### src/rtl/matrix_pkg.sv
// Shared types and helpers for the 8x8 matrix scanner driving two chained 74HC595s.
package matrix_pkg;

  localparam int unsigned MATRIX_W = 8;
  localparam int unsigned MATRIX_H = 8;
  localparam int unsigned SR_BITS  = 16;

  typedef enum logic [2:0] {
    StLoad,
    StShiftLo,
    StShiftHi,
    StLatch,
    StHold
  } scan_state_e;

  // {row select byte, column byte}; column x lands on word bit x.
  function automatic logic [SR_BITS-1:0] row_word(input logic [2:0]  row,
                                                  input logic [63:0] frame,
                                                  input logic        row_active_low,
                                                  input logic        col_active_low);
    logic [7:0] row_byte;
    logic [7:0] col_byte;
    row_byte = 8'h01 << row;
    col_byte = frame[{row, 3'b000} +: 8];
    if (row_active_low) row_byte = ~row_byte;
    if (col_active_low) col_byte = ~col_byte;
    return {row_byte, col_byte};
  endfunction

endpackage

### src/rtl/hc595_serializer.sv
// Shifts one 16-bit word MSB first into a 595 chain, then pulses RCLK.
// done is high in the last latch cycle so the caller can move on without a bubble.
module hc595_serializer
  import matrix_pkg::*;
#(
  parameter int unsigned CLK_DIV = 4
) (
  input  logic               clk,
  input  logic               rst_n,
  input  logic [SR_BITS-1:0] word,
  input  logic               start,
  output logic               sr_data,
  output logic               sr_clk,
  output logic               sr_latch,
  output logic               done
);

  localparam int unsigned CntW = (CLK_DIV < 2) ? 1 : $clog2(CLK_DIV + 1);
  localparam logic [CntW-1:0] PhaseReload = CntW'(CLK_DIV - 1);

  // StLoad doubles as idle: waiting for the next word.
  scan_state_e        state_q;
  logic [CntW-1:0]    cnt_q;
  logic [3:0]         bitcnt_q;
  logic [SR_BITS-1:0] word_q;

  always_ff @(posedge clk or negedge rst_n) begin
    if (!rst_n) begin
      state_q  <= StLoad;
      cnt_q    <= '0;
      bitcnt_q <= '0;
      word_q   <= '0;
      sr_data  <= 1'b0;
      sr_clk   <= 1'b0;
      sr_latch <= 1'b0;
    end else begin
      unique case (state_q)
        StLoad: begin
          if (start) begin
            word_q   <= word;
            bitcnt_q <= 4'd15;
            cnt_q    <= PhaseReload;
            sr_data  <= word[SR_BITS-1];
            sr_clk   <= 1'b0;
            state_q  <= StShiftLo;
          end
        end
        StShiftLo: begin
          if (cnt_q == '0) begin
            cnt_q   <= PhaseReload;
            sr_clk  <= 1'b1;
            state_q <= StShiftHi;
          end else begin
            cnt_q <= cnt_q - CntW'(1);
          end
        end
        StShiftHi: begin
          if (cnt_q == '0) begin
            cnt_q  <= PhaseReload;
            sr_clk <= 1'b0;
            if (bitcnt_q == 4'd0) begin
              sr_latch <= 1'b1;
              state_q  <= StLatch;
            end else begin
              // Next bit goes out on the same edge SRCLK falls.
              bitcnt_q <= bitcnt_q - 4'd1;
              sr_data  <= word_q[bitcnt_q - 4'd1];
              state_q  <= StShiftLo;
            end
          end else begin
            cnt_q <= cnt_q - CntW'(1);
          end
        end
        StLatch: begin
          if (cnt_q == '0) begin
            sr_latch <= 1'b0;
            state_q  <= StLoad;
          end else begin
            cnt_q <= cnt_q - CntW'(1);
          end
        end
        default: state_q <= StLoad;
      endcase
    end
  end

  assign done = (state_q == StLatch) && (cnt_q == '0);

endmodule

### src/rtl/matrix_scan_595.sv
// Row-multiplexed 8x8 matrix scanner: snapshots the frame at row 0, serializes one
// row word per row through the 595 chain and holds it lit for ROW_HOLD cycles.
module matrix_scan_595
  import matrix_pkg::*;
#(
  parameter int unsigned CLK_DIV        = 4,
  parameter int unsigned ROW_HOLD       = 2000,
  parameter bit          ROW_ACTIVE_LOW = 1'b0,
  parameter bit          COL_ACTIVE_LOW = 1'b1
) (
  input  logic        clk,
  input  logic        rst_n,
  input  logic [63:0] frame_data,
  input  logic        enable,
  output logic        sr_data,
  output logic        sr_clk,
  output logic        sr_latch,
  output logic        sr_oe_n,
  output logic [2:0]  row_idx,
  output logic        frame_start
);

  localparam int unsigned CntMax = (CLK_DIV > ROW_HOLD) ? CLK_DIV : ROW_HOLD;
  localparam int unsigned CntW   = (CntMax < 2) ? 1 : $clog2(CntMax + 1);
  localparam logic [CntW-1:0] HoldReload = CntW'(ROW_HOLD - 1);

  // StShiftLo here spans the whole shift/latch sequence run by the serializer.
  scan_state_e        state_q;
  logic [CntW-1:0]    hold_cnt_q;
  logic [63:0]        frame_buf_q;
  logic               oe_armed_q;
  logic [63:0]        load_frame;
  logic [SR_BITS-1:0] word;
  logic               ser_start;
  logic               ser_done;

  // Row 0 takes its word straight from the frame being snapshotted this cycle.
  assign load_frame = (row_idx == 3'd0) ? frame_data : frame_buf_q;
  assign word       = row_word(row_idx, load_frame, ROW_ACTIVE_LOW, COL_ACTIVE_LOW);
  assign ser_start  = (state_q == StLoad);

  hc595_serializer #(
    .CLK_DIV (CLK_DIV)
  ) u_serializer (
    .clk      (clk),
    .rst_n    (rst_n),
    .word     (word),
    .start    (ser_start),
    .sr_data  (sr_data),
    .sr_clk   (sr_clk),
    .sr_latch (sr_latch),
    .done     (ser_done)
  );

  always_ff @(posedge clk or negedge rst_n) begin
    if (!rst_n) begin
      state_q     <= StLoad;
      hold_cnt_q  <= '0;
      frame_buf_q <= '0;
      oe_armed_q  <= 1'b0;
      row_idx     <= 3'd0;
      frame_start <= 1'b0;
      sr_oe_n     <= 1'b1;
    end else begin
      frame_start <= 1'b0;
      // Outputs stay dark until the 595 holds real data from the first latch.
      sr_oe_n <= (oe_armed_q || ser_done) ? ~enable : 1'b1;
      if (ser_done) oe_armed_q <= 1'b1;

      unique case (state_q)
        StLoad: begin
          if (row_idx == 3'd0) begin
            frame_buf_q <= frame_data;
            frame_start <= 1'b1;
          end
          state_q <= StShiftLo;
        end
        StShiftLo: begin
          if (ser_done) begin
            hold_cnt_q <= HoldReload;
            state_q    <= StHold;
          end
        end
        StHold: begin
          if (hold_cnt_q == '0) begin
            row_idx <= row_idx + 3'd1;
            state_q <= StLoad;
          end else begin
            hold_cnt_q <= hold_cnt_q - CntW'(1);
          end
        end
        default: state_q <= StLoad;
      endcase
    end
  end

endmodule
### config.mk
export PLATFORM = sky130hd
export DESIGN_NAME = matrix_scan_595
export DESIGN_NICKNAME = d
export VERILOG_FILES = /design/src/rtl/matrix_pkg.sv /design/src/rtl/hc595_serializer.sv /design/src/rtl/matrix_scan_595.sv
export SDC_FILE = /design/constraint.sdc
export NUM_CORES = 1
export LEC_CHECK = 0
export CAP_MARGIN = 25
export CORE_MARGIN = 4
export CORE_UTILIZATION = 40
export DETAILED_ROUTE_END_ITERATION = 16
export HOLD_SLACK_MARGIN = 0.06
export PLACE_DENSITY = 0.72
export SLEW_MARGIN = 20
export SYNTH_ARGS = -nofsm -noshare
export SYNTH_HDL_FRONTEND = slang
export SYNTH_SLANG_ARGS = --single-unit
### constraint.sdc
create_clock -name clk -period 2.5 [get_ports clk]
set_input_delay 0.25 -clock clk [delete_from_list [all_inputs] [get_ports clk]]
set_output_delay 0.25 -clock clk [all_outputs]
set_load 0.05 [all_outputs]
# --- Yosys cells after proc, flatten, opt, wreduce, memory -nomap -nowiden ---
# Cells that the tools add are included.
op_classes:
  n_addsub: 4
  n_reduce_logical: 23
  eq_ne: 15
  mux: 37
  order_cmp: 1
  n_shift: 2
  bitwise: 2
ops:
  columns: ["operator", "n"]
  rows:
  - ["$mux W64", 1]
  - ["$shiftx A64 B7 Y8", 1]
  - ["$mux W3", 9]
  - ["$mux W11", 2]
  - ["$pmux W11 S2", 1]
  - ["$pmux W3 S3", 2]
  - ["$reduce_and A4 Y1", 4]
  - ["$logic_not A3 Y1", 4]
  - ["$mux W1", 12]
  - ["$mux W4", 3]
  - ["$ne A2 B2 Y1 const B", 6]
  - ["$pmux W3 S4", 1]
  - ["$logic_not A11 Y1", 1]
  - ["$sub A11 B1 Y11 const B", 1]
  - ["$ne A2 B1 Y1 const B", 4]
  - ["$not A8 Y8", 1]
  - ["$pmux W4 S2", 1]
  - ["$shl A1 B3 Y8 const A", 1]
  - ["$eq A3 B1 Y1 const B", 2]
  - ["$eq A3 B2 Y1 const B", 2]
  - ["$reduce_and A2 Y1", 3]
  - ["$reduce_and A3 Y1", 2]
  - ["$reduce_bool A2 Y1", 3]
  - ["$reduce_bool A3 Y1", 2]
  - ["other kinds (14)", 15]
totals:
  out_inout_bits: 8
  regBits: 113

# --- Depth between registers and ports, before layout ---
# Gate-level depths: netlist of the first run.
depth:
  word_depth: 6
  depth_mapped: 8
  ltp_nobuf: 7

# --- By module ---
# From an unflattened synthesis of the first run, not the netlist that was laid out.
unflattened:
  hier_cells: 551
  area_unflattened_um2: 6337.3
by_module_without_submodules:
  columns: ["module", "area_per_inst_um2", "n_inst", "cells_per_inst"]
  rows:
  - ["matrix_scan_595", 4773.3, 1, 419]
  - ["hc595_serializer", 1564.0, 1, 132]

# --- Worst setup path before layout of the first run ---
# Ideal clock, no wire load.
synth_timing:
  kind: "register -> register"
  from: "register row_idx[0]"
  to: "register u_serializer.word_q[7]"
  setup_slack_ns: 0.022
  setup_ns: 0.095
  required_time_ns: 2.405
  arrival_ns: 2.382
  stages_incl_launch_ff: 9
  path_buffers: 2
  synth_period_minus_slack_ns: 2.478
  path_cell_list: "dfrtp_1 > clkinv_1 > ha_1 > buf_2 > buf_6 > mux4_2 > nand2_1 > a21oi_1 > o31ai_1"
synth_via:
  elab_chain_len: 4
synth_lines:
  columns: ["item", "line_no", "rtl"]
  rows:
  - ["from (decl)", "matrix_scan_595.sv:19", "output logic [2:0] row_idx,"]
  - ["from (signal assigned)", "matrix_scan_595.sv:86", "row_idx <= row_idx + 3'd1;"]
  - ["$logic_not A3 Y1", "matrix_scan_595.sv:38", "assign load_frame = (row_idx == 3'd0) ? frame_data : frame_buf_q;"]
  - ["$mux W64", null, null]
  - ["$shiftx A64 B7 Y8 *", "matrix_pkg.sv:24", "col_byte = frame[{row, 3'b000} +: 8];"]
  - ["$not A8 Y8 *", "matrix_pkg.sv:26", "if (col_active_low) col_byte = ~col_byte;"]
  - ["to (signal assigned)", "hc595_serializer.sv:40", "word_q <= word;"]
  - ["to (decl)", "hc595_serializer.sv:25", "logic [SR_BITS-1:0] word_q;"]
# Every way passes the cells marked *; elsewhere a longest branch is shown, timed or not.
# A chain may end at the register's enable or synchronous reset.

# --- Worst setup path in the final report of the first run ---
layout_timing:
  from: "register row_idx[1]"
  to: "register u_serializer.word_q[0]"
# The elaborated chain is that of the path after synthesis.

==> flow_summary.toml, run 1 <==
[die]
die_y_um = 126
start_util_pct = 41.4
core_area_sq_mm = 0.0135
io-pin-count = 75
die_area_sq_mm = 0.0159
rows = 42
die_width_um = 126

[yosys]
synth_seq_area_share_pct = 49.9
ys.flop_type = "dfrtp_1"
synthesis.area_sq_mm = 0.00557
ys_ff_latch = 111
synth.avg_cell_area_sq_um = 12.2
ys_async_sr_fraction_pct = 100
yosysTopAreaCell = "dfrtp_1"
yosys_warnings = 0
syn_nets = 539
synthCells = 457
synth_edf_count = 0
synth_top_cells_by_area = "dfrtp_1, mux2_2, mux4_2, nand2_1, ha_1"
synth_top_area_share_pct = 49.4
synthDistinctLibCells = 50

[final_layout]
final_util_pct = 51.2
nets = 614
layout_common_cells = "dfrtp_1, clkdlybuf4s50_1, mux2_2"
final_cells = 713
ff_latch_area_sq_mm = 0.00278
num_antenna_cells = 0
drive_gt1_share_pct = 23.8
fillers = 1225
syn2layout_area_growth_pct = 23.7
multi_input_area_sq_mm = 0.00263
mostFrequentLayoutCell = "dfrtp_1"

[route]
vias = 3833
dr.pass1.iters = 5
routedWlPerCell_um = 17.0
drc = 0
wl_um = 12100
drt_iter0_markers = 200
ant_nets = 0
routed_via_density = 5.38

[grt]
track_usage_pct = 16.1
grt_max_degree = 56
grt_pass1_vias = 4158
grt_pass1_wl_um = 20600
grt_overflow_total = 0
antenna_found_initial = 0

[worst_setup_path]
cp.arrival_ns = 2.34
critPathKind = "reg -> reg"
critPathMaxFanout = 14
cp-end-kind = "register"
cp_data_required_time_ns = 2.75
start_kind = "register"

[power]
clkPwrFrac_pct = 43.6
seqPwrFrac_pct = 49.7
finalPower_uw = 3790
p_int_uw = 3000
ir_drop_mv = 0.284
leakage_uw = 0.00288
swShare_pct = 20.8
p_per_area_mw_per_mm2 = 551
p_sw_uw = 789
p_comb_share_pct = 6.8

[clocking]
clkTransAtPathRegs_ns = 0.07
clock_latency_ns = 0.35
clockBufferDepth = 2
cts_max_level = 3
cts_tree = "done"
cts-buffers-inserted = 9
cts_setup_buffers = 0
cts_num_sinks = 111
cts_root_buf = "clkbuf_16"

[timing]
hold_violations = 0
fin_setup_tns_ns = 0
fin_skew_ns = 0.00947
setup_viol = 0
slew_headroom_pct = 59.6
worst_pin_slew_ns = 0.600
period_share_pct = 83.6
timing.fmax_mhz = 479
rsz0062_at_grt = "false"
fin_crit_ns = 2.09
final-max-slew-violation-count = 0

[placed_design]
place_hpwl_um = 8810
routabilityCongestion = 0.803
placed_cells_incl_taps = 696
io_buffer_count = 74

[hold_path]
hp-class = "in -> reg"

[job]
maxCapViolations = 0

[outcome]
run_status = "finished clean"
logic make-up after synthesis:
family | after synthesis | synth area share (%)
and+or+nand+nor | 104 | 9.05
muxes | 105 | 24.9
AOI/OAI and AO/OA | 77 | 8.24
buffers and inverters | 35 | 3.01
adders and majority gates | 15 | 3.37
xor gates and xnor gates | 10 | 1.57
DFF | 111 | 49.9
path summary, 6_finish.rpt:
kind / startpoint / endpoint / slack [ns] / cells past startpoint
min reg2reg: oe_armed_q / oe_armed_q / 0.47 / 1
max: row_idx[1] / u_serializer.word_q[0] / 0.41 / 7
max in group asynchronous: rst_n / sr_oe_n / 1.40 / 3
max reg2reg: row_idx[1] / u_serializer.word_q[0] / 0.41 / 7
min: enable / sr_oe_n / 0.38 / 2
min in group asynchronous: rst_n / frame_buf_q[45] / 0.39 / 2
metrics by stage:
step / setup slack, ns / instance area, sq um / hold WS [ns]
final: 0.411 / 6890 / 0.384
after global routing: 0.248 / 6890 / 0.394
after CTS: 0.387 / 6890 / 0.376
after detailed placement: 0.398 / 6530 / 0.240
after global placement: 0.448 / 6530 / 0.234
after floorplan: 0.0223 / 5570 / -0.0456
power by group through the flow:
stage / sequential, uW / combinational (uW) / clock (uW)
4_1_cts: 1880 / 263 / 1680
6_report: 1880 / 257 / 1650
2_1_floorplan: 1910 / 90.7 / 0
3_5_place_dp: 1920 / 261 / 0
5_1_grt: 1890 / 282 / 1750
3_3_place_gp: 1920 / 253 / 0
routing by layer:
| metal | routed length [um] | vias to the layer above | GRT usage [%] |
|---|---|---|---|
| met4 | 138 | 0 | 6.50 |
| met2 | 6190 | 92 | 27.0 |
| met5 | 0 | - | 0 |
| li1 | - | 1800 | - |
| met1 | 5260 | 1931 | 20.5 |
| met3 | 557 | 10 | 2.92 |
what timing repair did:
action,in CTS,in global routing
endpoints found under the hold margin,34,0
resized for setup,0,0
hold buffers,1,0
cell usage after synthesis (all sizes together), types with 3 or more instances:
cell type,n
a21oi,27
a31oi,3
buf,16
clkbuf,6
dfrtp,110
ha,15
inv,11
mux2,67
mux2i,18
mux4,20
nand2,56
nand2b,3
nand3,5
nor2,17
nor3,7
o21ai,29
o22ai,5
o31ai,5
or2,3
xnor2,5
xor2,5
worst max-delay path, stage by stage (launching register included):
cell and delay (ns):
dfrtp_1 0.38, inv_1 0.15, ha_1 0.25, buf_4 0.30
mux4_2 0.53, nand2_1 0.08, a21oi_1 0.06, o31ai_1 0.25
registers in the layout, indices dropped and copies added (netlist names):
register and flops:
state_q 2, frame_start 1, row_idx 3, u_serializer.sr_latch 1, sr_oe_n 1, u_serializer.state_q 2
frame_buf_q 64, u_serializer.cnt_q 3, u_serializer.bitcnt_q 4, u_serializer.sr_data 1, u_serializer.sr_clk 1, u_serializer.word_q 16
oe_armed_q 1, hold_cnt_q 11
area by class of cell:
type | count | area share [%]
clock buffer | 9 | 3.27
clock inverter | 7 | 1.74
inverter | 13 | 0.708
multi-input combinational | 311 | 38.2
sequential | 111 | 40.3
tap | 176 | 3.20
timing repair buffer | 86 | 12.6
(Power assumes the default switching activity.)
==> run 2, diff against run 1 <==
Clock period 2.5 ns to 2 ns, I/O delays scaled along.
==> run 2 against run 1 <==
Effect of this change: sequential share of layout area decreased by 0.59 points; worst setup slack worse by 0.28 ns; register-to-register slack lost 0.28 ns; maximum frequency is 12% higher; core utilization increased by 0.81 points; sequential cell count unchanged; via count decreased by 0.83%; worst hold slack worse by 0.039 ns; final cell count grew 0.70%; global-route usage decreased by 0.60 points; clock-buffer cell count is the same; critical path type unchanged.
==> flow_summary.toml, run 2 (same netlist as run 1, synthesis figures left out) <==
[outcome]
run_status = "finished clean"

[job]
maxCapViolations = 0

[worst_setup_path]
cp_data_required_time_ns = 2.24
critPathKind = "reg -> reg"
start_kind = "register"
crit_start = "hold_cnt_q[0]"
critPathMaxFanout = 4
rr_startpoint = "hold_cnt_q[0]"
cp-end-kind = "register"
cp.arrival_ns = 2.11

[final_layout]
top_regs = "frame_buf_q (64), u_serializer.word_q (16), hold_cnt_q (11)"
layout_common_cells = "dfrtp_1, clkdlybuf4s50_1, mux2_2"
regMostFlops = "frame_buf_q"
drive_gt1_share_pct = 26.0
largest_register_ffs = 64
nets = 619
num_antenna_cells = 0
final_cells = 718
mostFrequentLayoutCell = "dfrtp_1"
syn2layout_area_growth_pct = 25.6

[grt]
grt_pass1_wl_um = 19800
grt_overflow_total = 0
grt_max_degree = 47
antenna_found_initial = 0
globalRouteMet1Util_pct = 20.1
busiest_layer = "met2"
use_met2_pct = 25.6
grt_pass1_vias = 3983
met3_usage_pct = 2.96
track_usage_pct = 15.4

[clocking]
clock_latency_ns = 0.35
cts_num_sinks = 111
cts_max_level = 3
clockBufferDepth = 2
cts-buffers-inserted = 9
cts_root_buf = "clkbuf_16"
cts_tree = "done"
clkTransAtPathRegs_ns = 0.07

[route]
drt_iter0_markers = 224
ant_nets = 0
wl_um = 11800
routed_via_density = 5.29
routedWlPerCell_um = 16.5
drc = 0
dr.pass1.iters = 4
vias = 3801

[power]
leakage_uw = 0.00293
ir_drop_mv = 0.358
p_int_uw = 3880
clkPwrFrac_pct = 44.9
p_per_area_mw_per_mm2 = 695
p_sw_uw = 980
seqPwrFrac_pct = 48.4
swShare_pct = 20.2
p_comb_share_pct = 6.7

[timing]
worst_pin_slew_ns = 0.651
hold_violations = 0
fin_hold_ws_ns = 0.346
fin_setup_tns_ns = 0
period_share_pct = 93.6
timing.fmax_mhz = 534
fin_crit_ns = 1.87
slew_headroom_pct = 56.2
setup_ws_ns = 0.128
setup_viol = 0
fin_skew_ns = 0.00942
rsz0062_at_grt = "false"
final-max-slew-violation-count = 0

[die]
rows = 42
io-pin-count = 75
die_y_um = 126
start_util_pct = 41.4
die_area_sq_mm = 0.0159
die_width_um = 126
core_area_sq_mm = 0.0135

[placed_design]
pre_cts_slack_ns = 0.0966
io_buffer_count = 74
placed_cells_incl_taps = 701
routabilityCongestion = 0.843
place_hpwl_um = 8670

[hold_path]
hold_start = "enable"
hp-class = "in -> reg"
## run 2: worst paths after layout
kind / endpoint / slack [ns] / cells past startpoint
setup / recovery: row_idx[1] / 0.13 / 6
hold / removal: sr_oe_n / 0.35 / 2
setup reg to reg: row_idx[1] / 0.13 / 6
hold reg to reg: oe_armed_q / 0.46 / 1
max in group asynchronous: frame_buf_q[59] / 1.02 / 3
min in group asynchronous: hold_cnt_q[5] / 0.38 / 2
## run 2: power by group through the flow
| stage | sequential, uW | combinational, uW | clock (uW) |
|---|---|---|---|
| finish | 2350 | 326 | 2180 |
| global route | 2360 | 357 | 2330 |
| CTS | 2350 | 333 | 2230 |
| detailed placement | 2400 | 329 | 0 |
| global placement | 2390 | 321 | 0 |
| floorplan | 2390 | 113 | 0 |
## run 2: layout make-up
cell class,instances,area [sq um]
Fill cell,1190,6460
Sequential cell,111,2780
Multi-Input combinational cell,311,2650
Timing Repair Buffer,91,923
Clock buffer,9,225
Tap cell,176,220
Clock inverter,7,144
Inverter,13,56.3
## run 2: per-layer routing
layer	part of all wire, %	vias to the layer above
met5	0	-
met2	50	81
met1	45	1902
li1	-	1799
met4	1.9	0
met3	3.4	19
## run 2: what timing repair did
item	CTS	global route
endpoints found under the setup margin	0	8
gates resized for setup	0	2
hold buffers	1	0
endpoints found under the hold margin	37	0
buffers inserted	0	0
## run 2: critical path: stages (launching register included)
cell and delay, ns:
dfrtp_1 0.38, inv_1 0.09, ha_1 0.16, or3b_4 0.42
nor3b_4 0.21, nand3_2 0.16, mux2_1 0.33
## run 2: metrics by stage
| stage | utilization (%) | cell area, sq um | power [uW] |
|---|---|---|---|
| finish | 52.0 | 7000 | 4860 |
| global route | 52.0 | 7000 | 5050 |
| CTS | 52.0 | 6990 | 4920 |
| detailed placement | 49.1 | 6610 | 2730 |
| global placement | 49.1 | 6610 | 2710 |
| floorplan | - | 5600 | 2500 |
==> run 3, diff against run 2 <==
Settings changed: HOLD_SLACK_MARGIN 0.06 to not set.
==> results of run 3 <==
The final DEF is identical to that of run 2; final timing and power are the same.
